`src/rtl/perf_overflow_unit_pkg.sv`:
```
// Shared constants for the Sscofpmf overflow unit: XLEN, HPM counter count and CSR addresses.
package perf_overflow_unit_pkg;

  localparam int unsigned XLEN = 64;
  typedef logic [XLEN-1:0] xlen_t;

  localparam int unsigned NrHpmCounters = 6;

  localparam logic [11:0] CsrMhpmEvent3  = 12'h323;
  localparam logic [11:0] CsrMhpmEvent3H = 12'h723;
  localparam logic [11:0] CsrMhpmEvent4H = 12'h724;
  localparam logic [11:0] CsrMhpmEvent5H = 12'h725;
  localparam logic [11:0] CsrMhpmEvent6H = 12'h726;
  localparam logic [11:0] CsrMhpmEvent7H = 12'h727;
  localparam logic [11:0] CsrMhpmEvent8H = 12'h728;
  localparam logic [11:0] CsrScountovf   = 12'hDA0;

  localparam int unsigned IrqSLcof = 13;

  // OF lives in mhpmevent[63] on RV64 and in mhpmeventh[31] on RV32.
  function automatic logic [11:0] evt_addr(input int unsigned idx);
    logic [11:0] base;
    base = (XLEN == 64) ? CsrMhpmEvent3 : CsrMhpmEvent3H;
    return base + 12'(idx);
  endfunction

endpackage

```
`src/rtl/perf_overflow_unit.sv`:
```
// Sscofpmf overflow tracking for mhpmcounter3..: sticky OF flags, LCOFI request and
// optional freeze of overflowed counters.
module perf_overflow_unit
  import perf_overflow_unit_pkg::*;
#(
  parameter int unsigned NumCounters = NrHpmCounters,
  parameter bit          FreezeOnOvf = 1'b1
) (
  input  logic                         clk_i,
  input  logic                         rst_ni,
  input  logic                         debug_mode_i,
  input  logic [NumCounters-1:0][63:0] cnt_i,
  input  logic [NumCounters-1:0]       inc_i,
  input  logic [11:0]                  addr_i,
  input  logic                         we_i,
  input  xlen_t                        data_i,
  output xlen_t                        data_o,
  output logic [NumCounters-1:0]       of_o,
  output logic [NumCounters-1:0]       inhibit_o,
  output logic                         lcofi_irq_o,
  input  logic                         irq_clear_i
);

  localparam int unsigned OfBit = XLEN - 1;

  logic [NumCounters-1:0] ovf;
  logic [NumCounters-1:0] of_d, of_q;
  logic                   new_of;
  logic                   lcofi_d, lcofi_q;
  logic                   unused_data;

  assign unused_data = ^data_i;

  always_comb begin
    ovf  = '0;
    of_d = of_q;
    for (int n = 0; n < NumCounters; n++) begin
      ovf[n] = inc_i[n] && (&cnt_i[n]) && !debug_mode_i;
      // Hardware set takes priority over a coincident software write.
      if (ovf[n]) begin
        of_d[n] = 1'b1;
      end else if (we_i && (addr_i == evt_addr(n))) begin
        of_d[n] = data_i[OfBit];
      end
    end
    new_of  = |(ovf & ~of_q);
    lcofi_d = new_of | (lcofi_q & ~irq_clear_i);
  end

  always_comb begin
    data_o = '0;
    for (int n = 0; n < NumCounters; n++) begin
      if (addr_i == CsrScountovf) begin
        data_o[3+n] = of_q[n];
      end
      if (addr_i == evt_addr(n)) begin
        data_o[OfBit] = of_q[n];
      end
    end
  end

  always_ff @(posedge clk_i or negedge rst_ni) begin
    if (!rst_ni) begin
      of_q    <= '0;
      lcofi_q <= 1'b0;
    end else begin
      of_q    <= of_d;
      lcofi_q <= lcofi_d;
    end
  end

  assign of_o        = of_q;
  assign inhibit_o   = FreezeOnOvf ? of_q : '0;
  assign lcofi_irq_o = lcofi_q;

endmodule
```
`config.mk`:
```
export PLATFORM = sky130hd
export DESIGN_NAME = perf_overflow_unit
export DESIGN_NICKNAME = d
export VERILOG_FILES = /design/src/rtl/perf_overflow_unit_pkg.sv /design/src/rtl/perf_overflow_unit.sv
export SDC_FILE = /design/constraint.sdc
export NUM_CORES = 1
export LEC_CHECK = 0
export ABC_AREA = 1
export BUFFER_PORTS_ARGS = -buffer_cell sky130_fd_sc_hd__buf_4
export CAP_MARGIN = 20
export CORE_AREA = 2 2 215 217
export CTS_CLUSTER_SIZE = 14
export DETAILED_ROUTE_END_ITERATION = 6
export DIE_AREA = 0 0 217 219
export PLACE_DENSITY_LB_ADDON = 0.15
export SYNTH_ARGS = -nofsm -noshare
export SYNTH_HDL_FRONTEND = slang
export SYNTH_SLANG_ARGS = --single-unit
```
`constraint.sdc`:
```
create_clock -name clk_i -period 1 [get_ports clk_i]
set_input_delay 0.1 -clock clk_i [delete_from_list [all_inputs] [get_ports clk_i]]
set_output_delay 0.1 -clock clk_i [all_outputs]
set_load 0.02 [all_outputs]
```
==> impl_results.md <==
- Vias in the first global route: 4,688
- NetSw: 0.831 mW
- YS warnings: 0
- Setup-failing EPs final: 16
- Fin crit period: 1390 ps
- Startpoint types: primary input
- First-pass GRT wire length: 26.2 mm
- Worst-path maximum fanout: 6
- CTS clk-pin slew, worst paths: 40 ps
- Area occupied by multi-input gates: 2250 µm²
- Int Power: 1.99 mW
- Filler cell count: 5,237
- GRT Overall Usage: 0.0747
- Std-Cell Rows: 78
- Starting density of the core: 0.0535
- Detailed placement HPWL: 18.1 mm
- Die ar.: 47,500 µm²
- Share of the synthesized area in the top cell type: 0.299
- DRT iter0 DRCs: 101
- Pwr/cell area: 399 nW/µm²
- Setup CP Type: primary input to output port
- Remaining DRCs: 0
- Commonest non-fill, non-tap cells in the layout: buf_4 (435), nand2_1 (176), nor2_1 (82)
- Ports: 548
- Sequential Area: 181 µm²
- Worst Skew: 4.01 ps
- Ranking of synthesized cells by area: nand2_1 (30%), buf_4 (20%), nor2_1 (17%), nand4_1 (9.3%), dfrtp_1 (7.3%)
- Fin Setup TNS: -3110 ps
- Final-report max-slew violation count: 0
- Sink Count: 7
- TritonCTS clock tree: built
- Critical Path End Type: output port
- Pre-CTS WS: -526 ps
- Max VDD drop: 471 µV
- Switching part of the total: 0.295
- Die width: 217 µm
- Tcrit/Tclk final: 1.39
- Core area: 45,100 µm²
- TritonCTS buffer count: 3
- Cell family with most CP delay: simple AND/OR/NAND/NOR gates
- Router iterations before antenna repair: 4
- Number of distinct library cells after synthesis: 23
- Sequential area share after synthesis: 0.0726
- GR Overflow Total: 0
- Fin worst setup slack: -388 ps
- Synth Instances: 479
- Total wire length: 19.2 mm
- Area growth syn-to-layout: 193%
- Run status: finished, violations left
- CP most frequent cell: buf_6
- Antenna fix cells: 0
- Hold slack: 112 ps
- Min-Delay Path Class: primary input to register
- Largest net degree at the start of global routing: 8
- Clk pwr share: 0.247
- Share of cells above drive strength 1: 0.589
- Fmax: 720 MHz
- Max clock buf depth: 2
- Mapped cell area: 2410 µm²
- NumNets Final: 1,421
- Initial antenna violation count: 0
- Seq pwr share: 0.102
- Latest clock arrival within the worst-skew pair: 230 ps
- Most common cell after layout, fill and taps aside: buf_4
- GP Congestion: 0.731
- #FFs+latches synth: 7
- Cell taking the most area after synthesis: nand2_1
- Routed WL per cell: 12.4 µm
- Worst Path Required: 900 ps
- Final ANT Viol Nets: 0
- Post-layout power: 2.82 mW
- RSZ-0062 raised after global routing: true
- Reg2Reg Setup Slack: 0 ps
- DIE HEIGHT: 219 µm
- WP buf/inv: 3
- Vias per cell: 2.95
- Comb pwr share: 0.651
- H-tree levels: 1
- Via count: 4,576
- Crit path max-delay cell type: or4_4
- Port Buffers: 427
- Post-Syn Area per Cell: 5.04 µm²
- Leakage dissipation: 3.34 nW
- CTS Root Cell: clkbuf_16
- Crit path cell chain: buf_6 > nand3b_1 > or4_4 > buf_12 > nor2_4 > buf_6
- Crit path largest cell delay: 550 ps
- Hold Vio Cnt, Final: 0
- CP arrival: 1290 ps
- Max-cap violation count: 0
- Failing checks: setup timing
==> cell type report <==
cell class | count | area share
clock buffer | 4 | 0.0112
inverter | 17 | 0.00992
tap | 600 | 0.106
timing repair buffer | 474 | 0.529
multi-input combinational | 447 | 0.318
sequential | 7 | 0.0257
==> per-stage QoR <==
stage	utilization	instance area [µm²]	instances
finish	0.157	7060	1549
detailed placement	0.144	6510	1544
global route	0.157	7060	1549
global placement	0.144	6510	1544
CTS	0.152	6850	1546
floorplan	-	2670	535
==> kinds of logic (layout without fill, tap and decap cells) <==
logic type             after synthesis  count (layout)  synth area share
flip-flops                           7               7            0.0726
buffers and inverters               81             495             0.227
other                                1              57           0.00155
AND/OR/NAND/NOR                    380             380             0.673
AO/OA/AOI/OAI                       10              10            0.0254
==> synth_stat cells, drive strengths merged <==
cell type / count
o21a: 1
nand3: 13
conb: 1
nor3: 5
nor2: 119
nand2: 193
o211ai: 2
nand3b: 12
inv: 17
or4: 1
dfrtp: 7
nand4: 36
a21oi: 2
or2: 1
o21ai: 4
buf: 64
o221ai: 1
==> timing repair <==
item / CTS / global route
resized for setup: 75 / 53
setup endpoints to repair: 26 / 26
pin swaps: 21 / 38
setup buffers: 3 / 10
hold buffers: 1 / 0
endpoints found under the hold margin: 7 / 0
==> layer usage <==
metal | track usage | share of wire | up-vias
met4 | 0.0119 | 0.0085 | 0
met5 | 0 | 0 | -
li1 | - | - | 2363
met2 | 0.153 | 0.55 | 279
met1 | 0.0756 | 0.35 | 1924
met3 | 0.0198 | 0.097 | 10
==> final timing paths <==
check,start,to,depth (start not counted)
max,addr_i[6],data_o[7],6
min,data_i[63],inhibit_o[3],3
max reg2reg,inhibit_o[3],lcofi_irq_o,5
min reg2reg,inhibit_o[0],inhibit_o[0],3
max in group asynchronous,rst_ni,inhibit_o[1],2
min in group asynchronous,rst_ni,lcofi_irq_o,2
==> power by group through the flow <==
stage | clock network (mW) | registers, mW | logic [mW]
2_1_floorplan | 0 | 0.293 | 0.568
3_3_place_gp | 0 | 0.292 | 1.77
3_5_place_dp | 0 | 0.292 | 1.77
4_1_cts | 0.722 | 0.288 | 1.81
5_1_grt | 0.750 | 0.288 | 2.00
6_report | 0.697 | 0.288 | 1.83
==> registers in the layout, indices dropped and copies added (netlist names) <==
signal	cells
inhibit_o	6
lcofi_irq_o	1
==> worst min-delay path: cells and delay by family <==
kind | cells | cell delay [ps]
AOI/OAI and AO/OA | 1 | 50
and+or+nand+nor | 1 | 60
buffers and inverters | 1 | 100
Power figures use the tool's default switching activity.
